File: src/rtl/proc_hazard_pkg.sv
// proc_hazard_pkg
// Shared definitions for the pipeline hazard unit: the stage-index type
// (sized for the deepest legal pipeline) and the named stage constants.
//   NONE    : no bypass source, operand comes from the register file
//   AVAIL_X : result bypassable from stage 1 (ALU result)
//   AVAIL_M : result bypassable from stage 2 (load data)
package proc_hazard_pkg;

  localparam int STG_MAX_W = 3;

  typedef logic [STG_MAX_W-1:0] stg_t;

  localparam stg_t NONE    = 3'd0;
  localparam stg_t AVAIL_X = 3'd1;
  localparam stg_t AVAIL_M = 3'd2;

endpackage

File: src/rtl/proc_hazard_match.sv
// proc_hazard_match
// Youngest-producer search for one source operand.
//   en, rs       : source read enable and register address
//   val, wen     : per-stage valid / writes-RF flags (bit k-1 = stage k)
//   rd, avail    : per-stage destination and bypassable-from stage, packed
//   byp_sel      : stage to bypass from, NONE when reading the RF
//   hazard       : youngest producer has not yet produced its result
module proc_hazard_match
  import proc_hazard_pkg::*;
#(
  parameter int NSTG = 3,
  parameter int AW   = 5,
  parameter int SW   = $clog2(NSTG + 1)
) (
  input  logic               en,
  input  logic [AW-1:0]      rs,
  input  logic [NSTG-1:0]    val,
  input  logic [NSTG-1:0]    wen,
  input  logic [NSTG*AW-1:0] rd,
  input  logic [NSTG*SW-1:0] avail,
  output logic [SW-1:0]      byp_sel,
  output logic               hazard
);

  logic          found;
  logic [SW-1:0] hit_k;
  logic [SW-1:0] hit_av;

  always_comb begin
    found   = 1'b0;
    hit_k   = SW'(NONE);
    hit_av  = SW'(NONE);
    byp_sel = SW'(NONE);
    hazard  = 1'b0;
    // Scan oldest to youngest so the last hit kept is the youngest producer.
    for (int k = NSTG; k >= 1; k--) begin
      if (val[k-1] && wen[k-1] && (rd[(k-1)*AW +: AW] == rs)) begin
        found  = 1'b1;
        hit_k  = SW'(k);
        hit_av = avail[(k-1)*SW +: SW];
      end
    end
    // x0 is hardwired zero and never needs forwarding.
    if (en && (rs != '0) && found) begin
      if (hit_k >= hit_av) byp_sel = hit_k;
      else                 hazard  = 1'b1;
    end
  end

endmodule

File: src/rtl/proc_hazard_unit.sv
// proc_hazard_unit
// Tracks the destination of every in-flight instruction after decode (D),
// resolves operand bypassing and load-use stalls for the instruction in D,
// and propagates per-stage stalls, bubbles and redirect squashes.
//   clk, reset              : clock, synchronous active-high reset
//   val_D, rs*_D, rs*_en_D  : instruction in decode and its sources
//   rd_D, rf_wen_D, avail_D : its destination and bypass-availability stage
//   ostall_i                : per-stage originating stall (bit k-1 = stage k)
//   redir_val, redir_stg    : redirect from stage redir_stg
//   byp_sel_rs1/rs2         : bypass source stage per operand (0 = RF)
//   stall_D, squash_D       : decode control
//   reg_en                  : pipeline register enables (bit 0 = D)
//   val_o                   : per-stage valid
//   rf_wen_W, rf_waddr_W    : register-file write port of the last stage
//   commit_inst             : an instruction retires this cycle
//   stall_cnt, squash_cnt   : saturating statistics counters
module proc_hazard_unit
  import proc_hazard_pkg::*;
#(
  parameter int NSTG = 3,
  parameter int AW   = 5,
  parameter int SW   = $clog2(NSTG + 1)
) (
  input  logic            clk,
  input  logic            reset,
  input  logic            val_D,
  input  logic [AW-1:0]   rs1_D,
  input  logic [AW-1:0]   rs2_D,
  input  logic            rs1_en_D,
  input  logic            rs2_en_D,
  input  logic [AW-1:0]   rd_D,
  input  logic            rf_wen_D,
  input  logic [SW-1:0]   avail_D,
  input  logic [NSTG-1:0] ostall_i,
  input  logic            redir_val,
  input  logic [SW-1:0]   redir_stg,
  output logic [SW-1:0]   byp_sel_rs1,
  output logic [SW-1:0]   byp_sel_rs2,
  output logic            stall_D,
  output logic            squash_D,
  output logic [NSTG:0]   reg_en,
  output logic [NSTG-1:0] val_o,
  output logic            rf_wen_W,
  output logic [AW-1:0]   rf_waddr_W,
  output logic            commit_inst,
  output logic [31:0]     stall_cnt,
  output logic [31:0]     squash_cnt
);

  function automatic logic [31:0] sat_inc(input logic [31:0] c);
    return (&c) ? c : c + 32'd1;
  endfunction

  // Per-stage entry, indexed by stage number (1 = X ... NSTG = W).
  logic [NSTG:1]  val_p;
  logic [NSTG:1]  wen_p;
  logic [AW-1:0]  rd_p    [1:NSTG];
  logic [SW-1:0]  avail_p [1:NSTG];

  logic [NSTG:1]      stall;
  logic [NSTG:1]      sq;
  logic [NSTG*AW-1:0] rd_v;
  logic [NSTG*SW-1:0] avail_v;
  logic               hz1;
  logic               hz2;
  logic               hazard_D;

  always_comb begin
    logic acc;
    acc     = 1'b0;
    stall   = '0;
    sq      = '0;
    rd_v    = '0;
    avail_v = '0;
    // A stall anywhere downstream freezes every stage up to it.
    for (int k = NSTG; k >= 1; k--) begin
      acc      = acc | ostall_i[k-1];
      stall[k] = acc;
    end
    for (int k = 1; k <= NSTG; k++) begin
      sq[k]                  = redir_val && (SW'(k) < redir_stg);
      rd_v[(k-1)*AW +: AW]   = rd_p[k];
      avail_v[(k-1)*SW +: SW] = avail_p[k];
    end
  end

  proc_hazard_match #(.NSTG(NSTG), .AW(AW), .SW(SW)) u_match_rs1 (
    .en      (rs1_en_D),
    .rs      (rs1_D),
    .val     (val_p),
    .wen     (wen_p),
    .rd      (rd_v),
    .avail   (avail_v),
    .byp_sel (byp_sel_rs1),
    .hazard  (hz1)
  );

  proc_hazard_match #(.NSTG(NSTG), .AW(AW), .SW(SW)) u_match_rs2 (
    .en      (rs2_en_D),
    .rs      (rs2_D),
    .val     (val_p),
    .wen     (wen_p),
    .rd      (rd_v),
    .avail   (avail_v),
    .byp_sel (byp_sel_rs2),
    .hazard  (hz2)
  );

  // A redirect kills D anyway, so its hazard must not hold D in place.
  assign hazard_D = val_D && (hz1 || hz2);
  assign squash_D = redir_val;
  assign stall_D  = stall[1] || (hazard_D && !redir_val);

  always_comb begin
    reg_en    = '0;
    reg_en[0] = !stall_D || squash_D;
    for (int k = 1; k <= NSTG; k++) reg_en[k] = !stall[k] || sq[k];
  end

  assign val_o       = val_p;
  assign commit_inst = val_p[NSTG] && !stall[NSTG];
  assign rf_wen_W    = commit_inst && wen_p[NSTG];
  assign rf_waddr_W  = rd_p[NSTG];

  always_ff @(posedge clk) begin
    if (reset) begin
      val_p      <= '0;
      wen_p      <= '0;
      stall_cnt  <= '0;
      squash_cnt <= '0;
      for (int k = 1; k <= NSTG; k++) begin
        rd_p[k]    <= '0;
        avail_p[k] <= '0;
      end
    end else begin
      // D -> stage 1: a stalled or squashed D leaves a bubble behind.
      if (!stall[1]) begin
        val_p[1]   <= val_D && !stall_D && !squash_D;
        wen_p[1]   <= rf_wen_D;
        rd_p[1]    <= rd_D;
        avail_p[1] <= avail_D;
      end else if (sq[1]) begin
        val_p[1]   <= 1'b0;
      end
      // Stage k-1 -> stage k: bubble when k-1 is frozen but k drains, and
      // an entry squashed in k-1 arrives invalid.
      for (int k = 2; k <= NSTG; k++) begin
        if (!stall[k]) begin
          val_p[k]   <= val_p[k-1] && !stall[k-1] && !sq[k-1];
          wen_p[k]   <= wen_p[k-1];
          rd_p[k]    <= rd_p[k-1];
          avail_p[k] <= avail_p[k-1];
        end else if (sq[k]) begin
          val_p[k]   <= 1'b0;
        end
      end
      if (val_D && stall_D && !redir_val) stall_cnt <= sat_inc(stall_cnt);
      if (redir_val) squash_cnt <= sat_inc(squash_cnt);
    end
  end

endmodule

File: config.mk
export PLATFORM = sky130hd
export DESIGN_NAME = proc_hazard_unit
export DESIGN_NICKNAME = d
export VERILOG_FILES = /design/src/rtl/proc_hazard_pkg.sv /design/src/rtl/proc_hazard_match.sv /design/src/rtl/proc_hazard_unit.sv
export SDC_FILE = /design/constraint.sdc
export NUM_CORES = 1
export LEC_CHECK = 0
export ABC_AREA = 1
export ABC_CLOCK_PERIOD_IN_PS = 3200
export CORE_MARGIN = 1
export CORE_UTILIZATION = 28
export DETAILED_ROUTE_END_ITERATION = 6
export PLACE_DENSITY = 0.52
export SLEW_MARGIN = 20
export SYNTH_ARGS = -nofsm -noshare
export SYNTH_HDL_FRONTEND = slang
export SYNTH_HIERARCHICAL = 1
export SYNTH_SLANG_ARGS = --single-unit
export TNS_END_PERCENT = 10
File: constraint.sdc
create_clock -name clk -period 3.2 [get_ports clk]
set_input_delay 0.8 -clock clk [delete_from_list [all_inputs] [get_ports clk]]
set_output_delay 0.8 -clock clk [all_outputs]
set_load 0.03 [all_outputs]
==> results_dict.tcl <==
set metrics [dict create \
    hold_violations 0 \
    synth.yosys.warnings 6 \
    violations "negative setup slack" \
    path_buf_inv 6 \
    antenna_found_initial 0 \
    cts.reportedPaths.clkPinSlew_ps 60 \
    drt-total-wl_microns 18590 \
    fp.dieW_microns 148.6 \
    cts.htree.levels 3 \
    drc_errors 0 \
    synth_seq_cells 91 \
    synth_most_common_cell "nand2_1" \
    maxSlewHeadroom_pct 62.43 \
    worstSetupStartpointType "primary input" \
    yosysTopAreaCell "dfxtp_1" \
    nFillCells 2294 \
    ys_seq_area_share_pct 33.76 \
    synth_area_sq_mm 0.006018 \
    crit_arrival_ps 2810 \
    grt-ovfl-total 0 \
    p_sw_share_pct 25.04 \
    power.share.sequential_pct 45.8 \
    wl_met1_microns 8884 \
    place_worst_setup_slack_ps -921.7 \
    num_io_pins 113 \
    cts-root-buf "clkbuf_16" \
    ys_types 37 \
    post-route-period-util_pct 112.9 \
    utilization_pct 39.62 \
    cts_tree "built" \
    clock_power_share_pct 41.9 \
    fin_crit_ps 3614 \
    drive_above_1_share_pct 17.57 \
    wl_met2_microns 8807 \
    diodes 0 \
    vias 6303 \
    slew_violations 0 \
    status "complete, but fails checks" \
    io_buffers 112 \
    dieArea_sq_mm 0.02208 \
    rr_worst_depth 22 \
    hpwl_microns 14380 \
    r2r_end "stall_cnt[9]" \
    core_sq_mm 0.02102 \
    initial_utilization_pct 28.63 \
    tightest_slew_ps 563.5 \
    cts_hold_buf 0 \
    track_usage_pct 17.54 \
    fmax_mhz 276.7 \
    ant_nets 0 \
    grt_pass1_wl_microns 30480 \
    synth_top_area_share_pct 23.28 \
    p_leak_nw 3.378 \
    cp.required_ps 2400 \
    reg2reg_slack_ps 270 \
    cts_buffer_depth 2 \
    cts_sinks 91 \
    synthTopCellsByArea "dfxtp_1 23%, nand2_1 17%, nor2_1 13%, edfxtp_1 10%, inv_1 6.9%" \
    synth_common_cells "275 x nand2_1, 206 x nor2_1, 110 x inv_1, 70 x dfxtp_1, 67 x nand3_1" \
    cp_top_family "simple AND/OR/NAND/NOR gates" \
    final_area_sq_mm 0.008328 \
    cp_slowest_cell "ha_1" \
    yosys_most_used_dff "dfxtp_1" \
    async_flop_share_pct 0 \
    setup_viol 6 \
    drt_iter0_drc 306 \
    crit_type "primary input to primary output" \
    syn_avg_cell_area_sq_um 6.237 \
    clock-skew-final_ps 9.540 \
    power_frac_comb_pct 12.3 \
    dpl_cell_area_sq_mm 0.007715 \
    drt_pre_antenna_iters 5 \
    clock_latency_ps 350 \
    grt_pass1_vias 6058 \
    met3_length_microns 669 \
    rsz0062_at_grt "true" \
    drt-wirelength-per-cell_microns 13.26 \
    vias_per_cell 4.496 \
    critPathMaxFanout 3 \
    setup_tns_ps -1689 \
    max_cap_violations 0 \
    area_delta_synth_final_pct 38.38 \
    die_h_microns 148.6 \
    ir_drop_mv 0.2043 \
    holdPathEnd "wen_p[3]" \
    whs_path_depth 2 \
    slowest_delay_ps 270 \
    grt_max_degree 37 \
    powerDensity_mw_per_mm2 323.7 \
    cp-end-kind "primary output" \
    synth_cells 965 \
    rows 53 \
    syn_nets 1000 \
    top_layer_used "met4" \
    reg2reg_from "rd_p[0][9]" \
    crit_chain "buf_6 -> buf_6 -> nand2_2 -> nand2_2 -> nor2_2 -> nand2_2 -> nor2_4 -> nand3_2 -> nand3_2 -> nand2_1 -> ha_1 -> o21ai_1 -> nand2_1 -> nor2_1 -> o21ai_1 -> inv_1 -> inv_2 -> nand2_4 -> a21oi_4 -> inv_4 -> nand2_4 -> buf_6" \
    synth-edff-count 21 \
    min_from "wen_p[2]" \
    place.gp.congestion 0.8483 \
    worstHoldPathType "flip-flop to flip-flop" \
    numCtsBuffers 9 \
    p_int_mw 2.020 \
    finalNetCount 1157 \
    fin_ws_ps -414.1 \
    power_switching_mw 0.6749 \
]
==> worst min-delay path, cell delays in order (launching register included) <==
cell     delay (ps)
dfxtp_1         330
nand2_1          70
o21ai_0          60
==> cells in the final DEF, fill, tap and decap left out, drive strengths merged, types with 6 or more instances in the layout <==
master and count:
a21oi 62, buf 77, clkbuf 10, clkdlybuf4s50 94, dfxtp 70, edfxtp 21, ha 6, inv 123
nand2 287, nand3 75, nand4 18, nor2 224, nor3 10, o21ai 22, xor2 8
==> kinds of logic (layout without fill, tap and decap cells) <==
family | after synthesis | count (layout) | synth area share (%)
XOR/XNOR | 10 | 10 | 1.455
buffers and inverters | 149 | 311 | 10.23
AO/OA/AOI/OAI | 86 | 86 | 7.692
adder cells (fa/ha/maj) | 6 | 6 | 1.247
flip-flops | 91 | 91 | 33.76
AND/OR/NAND/NOR | 623 | 623 | 45.61
==> metrics by stage <==
stage / power [mW] / instances / hold slack [ps]
floorplan: 1.421 / 965 / 471.7
global placement: 1.569 / 1372 / 502.9
detailed placement: 1.569 / 1372 / 509.2
CTS: 2.730 / 1394 / 517.5
global route: 2.816 / 1402 / 545.0
finish: 2.695 / 1402 / 509.1
==> metal layers <==
layer,track usage (%),up-vias
li1,-,3339
met1,23.16,2853
met2,29.91,99
met3,1.933,12
met4,5.206,0
met5,0,-
==> sequential cells by signal (all words and copies together), names as in the netlist <==
register / cells
rd_p: 15
avail_p: 6
val_o: 3
squash_cnt: 32
wen_p: 3
stall_cnt: 32
==> what timing repair did <==
item | CTS | global route
gates cloned | 0 | 0
setup endpoints to repair | 38 | 35
setup buffers | 10 | 11
pin swaps | 45 | 37
resized for setup | 72 | 43
==> power groups by stage <==
stage               registers, mW  clock network, mW  logic (mW)
finish                       1.23               1.13       0.331
global route                 1.24               1.21       0.365
CTS                          1.23               1.18       0.317
detailed placement           1.26                  0       0.308
global placement             1.26                  0       0.308
floorplan                    1.26                  0       0.163
==> worst max-delay path by stage <==
stage	start	to	slack (ps)	cells past startpoint
global route	rd_p[0][9]	reg_en[0]	-610	20
global placement	rs2_D[1]	reg_en[0]	-930	22
CTS	rs1_D[2]	reg_en[0]	-470	21
floorplan	rs2_D[1]	reg_en[0]	-70	19
detailed placement	rs2_D[1]	reg_en[0]	-920	22
finish	rs1_D[1]	reg_en[0]	-410	22
==> area by class of cell <==
class                      count  area [sq um]  area share (%)
clock buffer                  10         229.0           2.749
clock inverter                 6         80.08          0.9615
inverter                     124         493.0           5.919
multi-input combinational    725          3555           42.68
sequential                    91          2032           24.40
tap                          275         344.1           4.132
timing repair buffer         171          1595           19.16
Power figures use the tool's default switching activity.
